### src/rtl/alu32_pkg.sv
// Shared constants for the alu32 datapath: slot count, select width and
// symbolic slot indices for the 8:1 operand mux and its write-side distributor.
package alu32_pkg;
    localparam int NUM_SLOTS     = 8;
    localparam int SEL_W         = 3;
    localparam int WIDTH_DEFAULT = 32;

    localparam int SLOT_A = 0;
    localparam int SLOT_B = 1;
    localparam int SLOT_C = 2;
    localparam int SLOT_D = 3;
    localparam int SLOT_E = 4;
    localparam int SLOT_F = 5;
    localparam int SLOT_G = 6;
    localparam int SLOT_H = 7;
endpackage

### src/rtl/reg32_en.sv
// WIDTH-bit holding register: async active-high reset, synchronous clear
// (dominant) and load enable.
module reg32_en #(
    parameter int WIDTH = 32
) (
    input  logic             clk,
    input  logic             reset,
    input  logic             clr,
    input  logic             en,
    input  logic [WIDTH-1:0] d,
    output logic [WIDTH-1:0] q
);
    always_ff @(posedge clk or posedge reset) begin
        if (reset)
            q <= '0;
        else if (clr)
            q <= '0;
        else if (en)
            q <= d;
    end
endmodule

### src/rtl/dmx8_32bits_seq.sv
// Registered 1-to-8 word distributor feeding the alu32 operand mux. Steers
// each written word to an explicit or auto-incremented slot and tracks fill.
module dmx8_32bits_seq
    import alu32_pkg::*;
#(
    parameter int WIDTH = WIDTH_DEFAULT
) (
    input  logic                 clk,
    input  logic                 reset,
    input  logic [WIDTH-1:0]     d,
    input  logic                 wr_en,
    input  logic                 auto,
    input  logic                 s2,
    input  logic                 s1,
    input  logic                 s0,
    input  logic                 clr,
    input  logic                 rd,
    output logic [WIDTH-1:0]     a,
    output logic [WIDTH-1:0]     b,
    output logic [WIDTH-1:0]     c,
    output logic [WIDTH-1:0]     d_o,
    output logic [WIDTH-1:0]     e,
    output logic [WIDTH-1:0]     f,
    output logic [WIDTH-1:0]     g,
    output logic [WIDTH-1:0]     h,
    output logic [NUM_SLOTS-1:0] valid,
    output logic                 full,
    output logic                 done,
    output logic [SEL_W-1:0]     ptr
);
    logic [SEL_W-1:0]                k;
    logic [NUM_SLOTS-1:0]            we;
    logic [NUM_SLOTS-1:0]            valid_nx;
    logic [SEL_W-1:0]                ptr_nx;
    logic                            rel;
    logic [NUM_SLOTS-1:0][WIDTH-1:0] slot;

    assign full = &valid;

    // Slot index uses the pre-release ptr, so a release+auto write lands in
    // the slot the pointer held (slot A after a full wrap) and ptr ends at 1.
    always_comb begin
        k        = auto ? ptr : {s2, s1, s0};
        we       = '0;
        if (wr_en)
            we[k] = 1'b1;
        rel      = rd & full;
        valid_nx = (rel ? '0 : valid) | we;
        ptr_nx   = rel ? SEL_W'(SLOT_A) : ptr;
        if (wr_en && auto)
            ptr_nx = ptr_nx + 1'b1;
    end

    always_ff @(posedge clk or posedge reset) begin
        if (reset) begin
            valid <= '0;
            ptr   <= '0;
            done  <= 1'b0;
        end else if (clr) begin
            valid <= '0;
            ptr   <= '0;
            done  <= 1'b0;
        end else begin
            valid <= valid_nx;
            ptr   <= ptr_nx;
            done  <= ~full & (&valid_nx);
        end
    end

    for (genvar i = 0; i < NUM_SLOTS; i++) begin : g_slot
        reg32_en #(.WIDTH(WIDTH)) u_slot (
            .clk   (clk),
            .reset (reset),
            .clr   (clr),
            .en    (we[i]),
            .d     (d),
            .q     (slot[i])
        );
    end

    assign a   = slot[SLOT_A];
    assign b   = slot[SLOT_B];
    assign c   = slot[SLOT_C];
    assign d_o = slot[SLOT_D];
    assign e   = slot[SLOT_E];
    assign f   = slot[SLOT_F];
    assign g   = slot[SLOT_G];
    assign h   = slot[SLOT_H];
endmodule

### config.mk
export PLATFORM = sky130hd
export DESIGN_NAME = dmx8_32bits_seq
export DESIGN_NICKNAME = d
export VERILOG_FILES = /design/src/rtl/alu32_pkg.sv /design/src/rtl/reg32_en.sv /design/src/rtl/dmx8_32bits_seq.sv
export SDC_FILE = /design/constraint.sdc
export NUM_CORES = 1
export LEC_CHECK = 0
export BUFFER_PORTS_ARGS = -buffer_cell sky130_fd_sc_hd__buf_4
export CAP_MARGIN = 20
export CELL_PAD_IN_SITES_DETAIL_PLACEMENT = 2
export CELL_PAD_IN_SITES_GLOBAL_PLACEMENT = 2
export CORE_MARGIN = 2
export CORE_UTILIZATION = 27
export CTS_CLUSTER_DIAMETER = 120
export DETAILED_ROUTE_END_ITERATION = 10
export PLACE_DENSITY_LB_ADDON = 0.1
export REMOVE_ABC_BUFFERS = 1
export SLEW_MARGIN = 20
export SYNTH_ARGS = -nofsm -noshare
export SYNTH_HDL_FRONTEND = slang
export SYNTH_SLANG_ARGS = --single-unit
### constraint.sdc
create_clock -name clk -period 7.5 [get_ports clk]
set_input_delay 0 -clock clk [delete_from_list [all_inputs] [get_ports clk]]
set_output_delay 0 -clock clk [all_outputs]
set_load 0.1 [all_outputs]
==> qor.txt, run 1 <==
Clk Tree Root Cell: clkbuf_16
RSZ-0062 raised after global routing: no
most used flip-flop cell after synthesis: dfrtp_1
clock slew seen by the registers of the worst setup and hold paths: 0.05 ns
Post-DRT Antenna Nets: 0
pwr dens: 238 nW/µm²
number of placement rows: 73
H-tree levels: 2
Seq/Total Area, Yosys: 61.5%
vias in the first global route: 10879
count of pins over their slew limit: 0
total I/O pin count: 310
critical path type: reg -> reg
leading post-synthesis cells by cell area: dfrtp_1, nand2_1, a21oi_1
Initial Util: 27.4%
startpoint types: flip-flop
DRC: 0
global-route usage over all layers: 22.8%
post-cts gate resize count: 0
Via density: 4.83
Post-DP Area: 13700 µm²
post-CTS setup buffers: 0
commonest non-fill, non-tap cells in the layout: nand2_1, buf_4, dfrtp_1
Port Buffers: 309
GPL Wtd Cong: 0.737
final instance area: 15100 µm²
top cell type by total area after synthesis: dfrtp_1
CTS Hold Bufs: 38
Hold Violations, Final: 0
worst skew pair latency: 0.53 ns
share of power burned in the clock network: 44.0%
Comb power frac: 14.3%
number of detailed-route iterations in the first pass: 4
Final Net Count: 1561
layout cells sized above 1: 25.4%
sequential power share: 41.6%
core footprint: 39800 µm²
first-pass GRT wire length: 71200 µm
routed vias: 9969
Routed wire per std cell: 23.0 µm
period utilization: 33.5%
initial antenna violation count: 0
CP max FO: 34
DRT Wirelength: 47400 µm
Min-Delay Path Depth: 5
endpoints failing setup: 0
chip height: 205 µm
post-DP HPWL: 29800 µm
yosys warns: 0
Fin Hold WS: 0.107 ns
Max Cap Violations: 0
deepest clock path buffer count: 3
worst-margin pin slew: 1.03 ns
CTS tree: yes
Clock Skew: 0.00666 ns
Post-Syn Area: 10900 µm²
P_sw: 1.08 mW
data required time at the worst endpoint: 7.97 ns
Arr. time, crit path: 2.98 ns
setup_tns: 0 ns
reg2reg path depth: 5
area grow syn2layout: 38.7%
Num CTS Buffers: 35
largest net degree at the start of global routing: 154
grt ovf: 0
post-synthesis register bit count: 268
Mapped Cells: 1233
R2R setup slack: 4.99 ns
Worst VDD drop: 0.138 mV
Yosys top cell area share: 61.5%
EDFF count, synth: 0
Final Util: 38.0%
Die ar.: 42000 µm²
Post-Syn Area per Cell: 8.84 µm²
asr flop ratio synth: 100%
# diodes: 0
post-synthesis cell type count: 31
min-delay worst type: in -> reg
Sw Share: 29.9%
commonest non-fill, non-tap cell in the layout: nand2_1
die span in x: 205 µm
Leak: 6.92 nW
crit end category: flip-flop
status: finished clean
Min Clock Period, post-route: 2.51 ns
Cell Int Power: 2.52 mW
clock sinks: 268
Slew headroom: 31.2%
initial DRC count: 473
fmax: 398 MHz
Yosys cell counts, types with 2 or more instances:
| library cell | instances |
|---|---|
| dfrtp_1 | 268 |
| nand3_1 | 8 |
| nand2_1 | 521 |
| nand4_1 | 4 |
| and3b_1 | 2 |
| o21ai_0 | 5 |
| and2_1 | 3 |
| a21oi_1 | 264 |
| o21ai_1 | 3 |
| a211oi_4 | 2 |
| and4_1 | 2 |
| inv_1 | 2 |
| nor3b_1 | 2 |
| buf_2 | 54 |
| and3_1 | 3 |
| nor2_1 | 17 |
| clkbuf_1 | 59 |
cell type report:
type | instances | area (µm²)
clock buffers | 52 | 1030
clock inverters | 4 | 20.0
fillers | 4468 | 24700
inverters | 2 | 15.0
multi-input cells | 849 | 3790
flip-flops and latches | 268 | 6710
well taps | 525 | 657
repair buffers | 363 | 2900
critical path, stage by stage (launching register included):
cell and delay [ns]:
dfrtp_1 0.40, mux2i_2 0.41, nand2_1 0.32, or2_2 0.72, a222oi_1 0.36, and4_1 0.23
power by group through the flow:
stage | combinational [mW] | sequential [mW] | clock, mW
6_report | 0.515 | 1.50 | 1.58
4_1_cts | 0.525 | 1.50 | 1.63
3_5_place_dp | 0.508 | 1.52 | 0
3_3_place_gp | 0.501 | 1.52 | 0
5_1_grt | 0.546 | 1.50 | 1.68
2_1_floorplan | 0.0852 | 1.75 | 0
final timing paths:
| path | end | from |
|---|---|---|
| max | done | ptr[0] |
| min | g_slot[4].u_slot.q[6] | s2 |
| max reg2reg | done | ptr[0] |
| min reg2reg | g_slot[7].u_slot.q[3] | g_slot[7].u_slot.q[3] |
| max in group asynchronous | g_slot[3].u_slot.q[16] | reset |
| min in group asynchronous | g_slot[4].u_slot.q[21] | reset |
cell families (layout without fill, tap and decap cells):
family,after synthesis,after routing,share of synthesized area [%]
AO/OA/AOI/OAI,276,276,13.0
multiplexers,2,2,0.230
flip-flops,268,268,61.5
AND/OR/NAND/NOR,568,568,20.3
adder cells (fa/ha/maj),1,1,0.115
XOR/XNOR,2,2,0.161
buffers and inverters,116,421,4.65
routing by layer:
layer | vias up | wire length [µm] | global-route usage, %
li1 | 4516 | - | -
met1 | 5152 | 19900 | 29.0
met2 | 247 | 23400 | 38.8
met3 | 54 | 3100 | 5.35
met4 | 0 | 946 | 6.06
met5 | - | 0 | 0
through the flow:
step                std cells  setup WS, ns  power, mW
detailed placement       1969          4.95       2.03
global route             2063          4.76       3.73
floorplan                1119         0.118       1.83
CTS                      2063          4.94       3.65
finish                   2063          4.99       3.60
global placement         1966          5.03       2.02
flip-flops by register name, summed over array words and instances, names as in the netlist:
signal           cells
g_slot.u_slot.q    256
ptr                  3
done                 1
valid                8
(Power assumes the default switching activity.)
==> run 2, diff against run 1 <==
ABC_AREA = 1   (was not set)
clock period = 2.2 ns   (was 7.5 ns; I/O delays follow)
==> qor.txt, run 2 <==
data required time at the worst endpoint: 2.70 ns (was 7.97 ns)
Clock Skew: 0.0188 ns (was 0.00666 ns)
sequential power share: 36.4% (was 41.6%)
M2 GR Usage: 38.6% (was 38.8%)
Final WS setup: 0.396 ns (was 4.99 ns)
asr flop ratio synth: 100% (unchanged)
Min Clock Period, post-route: 1.80 ns (was 2.51 ns)
cell with the most instances after synthesis: nand2_1 (unchanged)
GRT Max-Usage Layer: met2 (unchanged)
share of power burned in the clock network: 33.3% (was 44.0%)
GPL Wtd Cong: 0.795 (was 0.737)
post-DP HPWL: 31900 µm (was 29800 µm)
fmax: 554 MHz (was 398 MHz)
deepest clock path buffer count: 3 (unchanged)
commonest non-fill, non-tap cells in the layout: nand2_1, buf_4, dfrtp_1 (unchanged)
status: finished clean (unchanged)
die span in x: 205 µm (about the same)
area grow syn2layout: 40.7% (was 38.7%)
RSZ-0062 raised after global routing: no (unchanged)
Top Registers: g_slot.u_slot.q (256), valid (8), ptr (3) (unchanged)
M1 GR Usage: 30.1% (was 29.0%)
Post-Syn Area: 10900 µm² (about the same)
core footprint: 39700 µm² (was 39800 µm²)
reg2reg start: ptr[2] (was ptr[0])
H-tree levels: 1 (was 2)
most used flip-flop cell after synthesis: dfrtp_1 (unchanged)
worst-margin pin slew: 0.688 ns (was 1.03 ns)
Fin Hold WS: 0.0313 ns (was 0.107 ns)
Hold Violations, Final: 0 (unchanged)
first-pass GRT wire length: 71900 µm (was 71200 µm)
DRC: 0 (unchanged)
chip height: 205 µm (about the same)
clock slew seen by the registers of the worst setup and hold paths: 0.06 ns (was 0.05 ns)
CTS tree: yes (unchanged)
Num CTS Buffers: 31 (was 35)
Leak: 8.49 nW (was 6.92 nW)
post-synthesis cell type count: 22 (was 31)
R2R setup slack: 0.40 ns (was 4.99 ns)
endpoints failing setup: 0 (unchanged)
Initial Util: 27.3% (was 27.4%)
crit end category: flip-flop (unchanged)
DRT Wirelength: 47400 µm (about the same)
clock sinks: 268 (unchanged)
EDFF count, synth: 0 (unchanged)
reg2reg path depth: 9 (was 5)
Clk Tree Root Cell: clkbuf_16 (unchanged)
min-delay worst type: in -> async (was in -> reg)
Max Cap Violations: 0 (unchanged)
CP max FO: 16 (was 34)
Die ar.: 41800 µm² (was 42000 µm²)
Mapped Cells: 1252 (was 1233)
pre-CTS WS: 0.383 ns (was 4.95 ns)
reg2reg end: g_slot[5].u_slot.q[13] (was done)
P_sw: 6.21 mW (was 1.08 mW)
top cell type by total area after synthesis: dfrtp_1 (unchanged)
# diodes: 0 (unchanged)
Slew headroom: 53.9% (was 31.2%)
Routed wire per std cell: 22.1 µm (was 23.0 µm)
Final Net Count: 1637 (was 1561)
Arr. time, crit path: 2.31 ns (was 2.98 ns)
pwr dens: 1000 nW/µm² (was 238 nW/µm²)
Via density: 4.69 (was 4.83)
total I/O pin count: 310 (unchanged)
Post-DRT Antenna Nets: 0 (unchanged)
routing usage on met3: 5.07% (was 5.35%)
leading post-synthesis cells by cell area: dfrtp_1, nand2_1, nand3_1 (was dfrtp_1, nand2_1, a21oi_1)
Sw Share: 40.6% (was 29.9%)
commonest non-fill, non-tap cell in the layout: nand2_1 (unchanged)
Largest register FFs: 256 (unchanged)
number of detailed-route iterations in the first pass: 4 (unchanged)
count of pins over their slew limit: 0 (unchanged)
Comb power frac: 30.3% (was 14.3%)
routed vias: 10050 (was 9969)
yosys warns: 0 (unchanged)
startpoint types: flip-flop (unchanged)
post-synthesis register bit count: 268 (unchanged)
Port Buffers: 309 (unchanged)
Final Util: 38.4% (was 38.0%)
Yosys top cell area share: 61.8% (was 61.5%)
largest net degree at the start of global routing: 97 (was 154)
global-route usage over all layers: 22.9% (was 22.8%)
worst skew pair latency: 0.57 ns (was 0.53 ns)
Worst VDD drop: 0.546 mV (was 0.138 mV)
vias in the first global route: 11019 (was 10879)
Synth top cells by count: nand2_1, dfrtp_1, nand3_1 (was nand2_1, dfrtp_1, a21oi_1)
Seq/Total Area, Yosys: 61.8% (was 61.5%)
Reg with most FFs: g_slot.u_slot.q (unchanged)
layout cells sized above 1: 26.1% (was 25.4%)
Post-Syn Area per Cell: 8.67 µm² (was 8.84 µm²)
period utilization: 82.0% (was 33.5%)
initial DRC count: 451 (was 473)
number of placement rows: 73 (unchanged)
critical path type: reg -> reg (unchanged)
Cell Int Power: 9.10 mW (was 2.52 mW)
initial antenna violation count: 0 (unchanged)
grt ovf: 0 (unchanged)
## run 2: changes by cell type after synthesis, moves of 5 or more
cell / before / now
buf_1: 0 / 16
nor2_1: 17 / 35
nand3_1: 8 / 194
clkbuf_1: 59 / 12
nand2_1: 521 / 582
buf_2: 54 / 36
buf_6: 0 / 5
a21oi_1: 264 / 12
buf_4: 1 / 11
o21ai_0: 5 / 25
inv_1: 2 / 39
## run 2: layout make-up
cell class / count / area [µm²]
clock buffers: 47 / 916
clock inverters: 9 / 72.6
fillers: 4477 / 24500
inverters: 44 / 178
multi-input cells: 860 / 3580
flip-flops and latches: 268 / 6710
well taps: 525 / 657
repair buffers: 390 / 3160
## run 2: metrics by stage
stage                     power (mW)  setup TNS [ns]  cell area (µm²)  std cells
after detailed placement        10.3               0            13900       2048
after CTS                       15.5               0            15300       2143
after global routing            15.9               0            15300       2143
after global placement          10.2               0            13900       2048
final                           15.3               0            15300       2143
after floorplan                 8.93        -2060.85            10400       1172
## run 2: worst max path at each step
stage                              to    from  depth (start not counted)
2_1_floorplan                    done   reset                          1
3_3_place_gp   g_slot[5].u_slot.q[13]  ptr[2]                          9
3_5_place_dp   g_slot[5].u_slot.q[17]  ptr[2]                          9
4_1_cts        g_slot[5].u_slot.q[13]  ptr[2]                          9
5_1_grt        g_slot[5].u_slot.q[17]  ptr[2]                          9
6_report       g_slot[5].u_slot.q[13]  ptr[2]                          9
## run 2: power groups by stage
stage	Combinational, mW	Sequential, mW	Clock [mW]
final	4.64	5.57	5.09
after global placement	4.60	5.65	0
after CTS	4.69	5.58	5.24
after global routing	4.85	5.61	5.41
after floorplan	0.634	8.30	0
after detailed placement	4.63	5.66	0
## run 2: metal layers
layer  share of wire [%]  vias up
li1                    -     4611
met1                  44     5165
met2                  48      226
met3                 5.8       48
met4                 2.1        0
met5                   0        -
## run 2: cell families (layout without fill, tap and decap cells)
family / after synthesis / after routing / share of synthesized area (%)
simple gates: 819 / 819 / 30.8
fa+ha+maj: 1 / 1 / 0.115
compound gates: 40 / 40 / 1.88
flops: 268 / 268 / 61.8
buf+inv: 124 / 490 / 5.43
## run 2: critical path: stages, from the launching register on
cell	delay, ns
dfrtp_1	0.41
inv_1	0.06
nand2_1	0.06
nand2_1	0.09
nor2_1	0.23
nand2_2	0.26
nand2_2	0.13
buf_4	0.30
nand2_1	0.09
nand2_1	0.08
## run 2: timing repair
action,in CTS,in global routing
hold buffers,39,0
buffers inserted,0,0
gates resized for setup,0,0
endpoints found under the hold margin,380,0
==> run 3, diff against run 2 <==
ABC_AREA = 0   (was 1)
clock period = 1.5 ns   (was 2.2 ns; I/O delays follow)
==> qor.txt, run 3 (same netlist as run 1, synthesis figures left out) <==
status: finished, violations left (was finished clean)
failing checks: negative setup slack
commonest non-fill, non-tap cell in the layout: nand2_1 (unchanged)
Leak: 8.26 nW (was 8.49 nW)
routed vias: 10790 (was 10050)
GRT Max-Usage Layer: met2 (unchanged)
Top Registers: g_slot.u_slot.q (256), valid (8), ptr (3) (unchanged)
clock slew seen by the registers of the worst setup and hold paths: 0.06 ns (about the same)
H-tree levels: 2 (was 1)
Max Cap Violations: 0 (unchanged)
Routed wire per std cell: 25.6 µm (was 22.1 µm)
M2 GR Usage: 43.5% (was 38.6%)
pwr dens: 1020 nW/µm² (was 1000 nW/µm²)
Final Net Count: 1700 (was 1637)
# diodes: 0 (unchanged)
reg2reg start: ptr[1] (was ptr[2])
layout cells sized above 1: 47.3% (was 26.1%)
min-delay worst type: in -> async (unchanged)
CP max-delay cell: dfrtp_1 (unchanged)
DRC: 0 (unchanged)
global-route usage over all layers: 25.6% (was 22.9%)
fmax: 544 MHz (was 554 MHz)
Final WS setup: -0.338 ns (was 0.396 ns)
data required time at the worst endpoint: 1.90 ns (was 2.70 ns)
commonest non-fill, non-tap cells in the layout: nand2_1, buf_4, dfrtp_1 (unchanged)
crit end category: flip-flop (unchanged)
vias in the first global route: 11729 (was 11019)
Final Util: 46.2% (was 38.4%)
Hold Violations, Final: 0 (unchanged)
Die ar.: 42000 µm² (was 41800 µm²)
DRT Wirelength: 56400 µm (was 47400 µm)
area grow syn2layout: 68.9% (was 40.7%)
die span in x: 205 µm (about the same)
core footprint: 39800 µm² (was 39700 µm²)
Post-DRT Antenna Nets: 0 (unchanged)
Largest delay share family, worst path: simple AND/OR/NAND/NOR gates (unchanged)
number of detailed-route iterations in the first pass: 4 (unchanged)
number of placement rows: 73 (unchanged)
Worst VDD drop: 0.590 mV (was 0.546 mV)
GPL Wtd Cong: 0.812 (was 0.795)
worst-margin pin slew: 0.535 ns (was 0.688 ns)
Buf+Inv Stages, Crit Path: 2 (unchanged)
Min Clock Period, post-route: 1.84 ns (was 1.80 ns)
Port Buffers: 309 (unchanged)
post-DP HPWL: 33500 µm (was 31900 µm)
Clock Skew: 0.0232 ns (was 0.0188 ns)
RSZ-0062 raised after global routing: yes (was no)
first-pass GRT wire length: 78900 µm (was 71900 µm)
initial antenna violation count: 0 (unchanged)
startpoint types: flip-flop (unchanged)
cell mode on critical path: buf_6 (was nand2_1)
Largest register FFs: 256 (unchanged)
Slew headroom: 64.3% (was 53.9%)
deepest clock path buffer count: 3 (unchanged)
worst skew pair latency: 0.53 ns (was 0.57 ns)
CP max FO: 5 (was 16)
Finished Layout Cells: 2203 (was 2143)
critical path type: reg -> reg (unchanged)
chip height: 205 µm (about the same)
Pwr Total: 18.7 mW (was 15.3 mW)
Via density: 4.90 (was 4.69)
placed insts: 2052 (was 2048)
clock sinks: 268 (unchanged)
Slowest Stage Delay on Critical Path: 0.42 ns (was 0.41 ns)
M1 GR Usage: 32.9% (was 30.1%)
Clk Tree Root Cell: clkbuf_16 (unchanged)
count of pins over their slew limit: 0 (unchanged)
# fillers: 4209 (was 4477)
Reg with most FFs: g_slot.u_slot.q (unchanged)
grt ovf: 0 (unchanged)
largest net degree at the start of global routing: 64 (was 97)
period utilization: 123% (was 82.0%)
Arr. time, crit path: 2.24 ns (was 2.31 ns)
worst setup path startpoint: ptr[1] (was ptr[2])
worst-path cell chain: buf_6, and3b_2, o211ai_1, buf_6, and2_4, nor4_4, and4_1 (was inv_1, nand2_1, nand2_1, nor2_1, nand2_2, nand2_2, buf_4, nand2_1, nand2_1)
CTS tree: yes (unchanged)
initial DRC count: 418 (was 451)
Initial Util: 27.4% (was 27.3%)
endpoints failing setup: 270 (was 0)
routing usage on met3: 6.17% (was 5.07%)
total I/O pin count: 310 (unchanged)
Num CTS Buffers: 34 (was 31)
## run 3: cell types whose count changed in the layout (fill, tap and decap cells not counted), sizes merged, moves of 6 or more
cell,delta
a21oi,+251
buf,+105
nand2,-65
inv,-41
nand3,-186
nor2,-20
o21ai,-19
clkbuf,+16
clkinv,-6
## run 3: final timing paths
check	end	slack (ns)	cells past startpoint
max reg2reg	done	-0.34	7
min reg2reg	g_slot[1].u_slot.q[22]	0.52	2
min in group clk	g_slot[5].u_slot.q[30]	0.25	6
max in group asynchronous	g_slot[2].u_slot.q[26]	0.79	4
min	g_slot[2].u_slot.q[21]	0.07	3
max	done	-0.34	7
## run 3: per-stage QoR
step	TNS [ns]	setup WS (ns)	instance area, µm²	hold slack (ns)
after CTS	-41.09	-0.238	17500	0.0827
after floorplan	-1885.83	-5.88	10400	0.0631
after detailed placement	-58.74	-0.406	14600	0.0797
after global placement	-44.07	-0.369	14600	0.0792
after global routing	-75.55	-0.408	18400	0.0926
final	-59.36	-0.338	18400	0.0656
## run 3: layout make-up
| type | count | area [µm²] | area share (%) |
|---|---|---|---|
| repair buffers | 503 | 4960 | 26.9 |
| well taps | 525 | 657 | 3.57 |
| clock buffers | 54 | 1030 | 5.58 |
| clock inverters | 2 | 13.8 | 0.0747 |
| inverters | 2 | 15.0 | 0.0815 |
| multi-input cells | 849 | 5030 | 27.3 |
| flip-flops and latches | 268 | 6710 | 36.4 |
## run 3: metal layers
layer	vias to the layer above	part of all wire, %
met2	240	50
met3	55	6.1
met4	0	1.5
met1	5677	42
li1	4818	-
met5	-	0
## run 3: timing repair
item                                    4_1_cts  5_1_grt
hold endpoints to repair                    529        0
gates cloned                                 14        8
setup buffers                                26       13
gates resized for setup                     233      185
hold buffers                                 37        0
endpoints found under the setup margin      267      270
pin swaps                                   126       82
## run 3: worst register-to-register path, cell delays in order (launching register included)
cell and delay (ns):
dfrtp_1 0.42, buf_6 0.13, and3b_2 0.22, o211ai_1 0.34, buf_6 0.23, and2_4 0.18, nor4_4 0.04, and4_1 0.16
## run 3: report_power, final
part	internal, mW	switching (mW)
Sequential	7.39	0.124
Clock	4.66	3.25
Combinational	0.917	2.36
Total	13.0	5.73
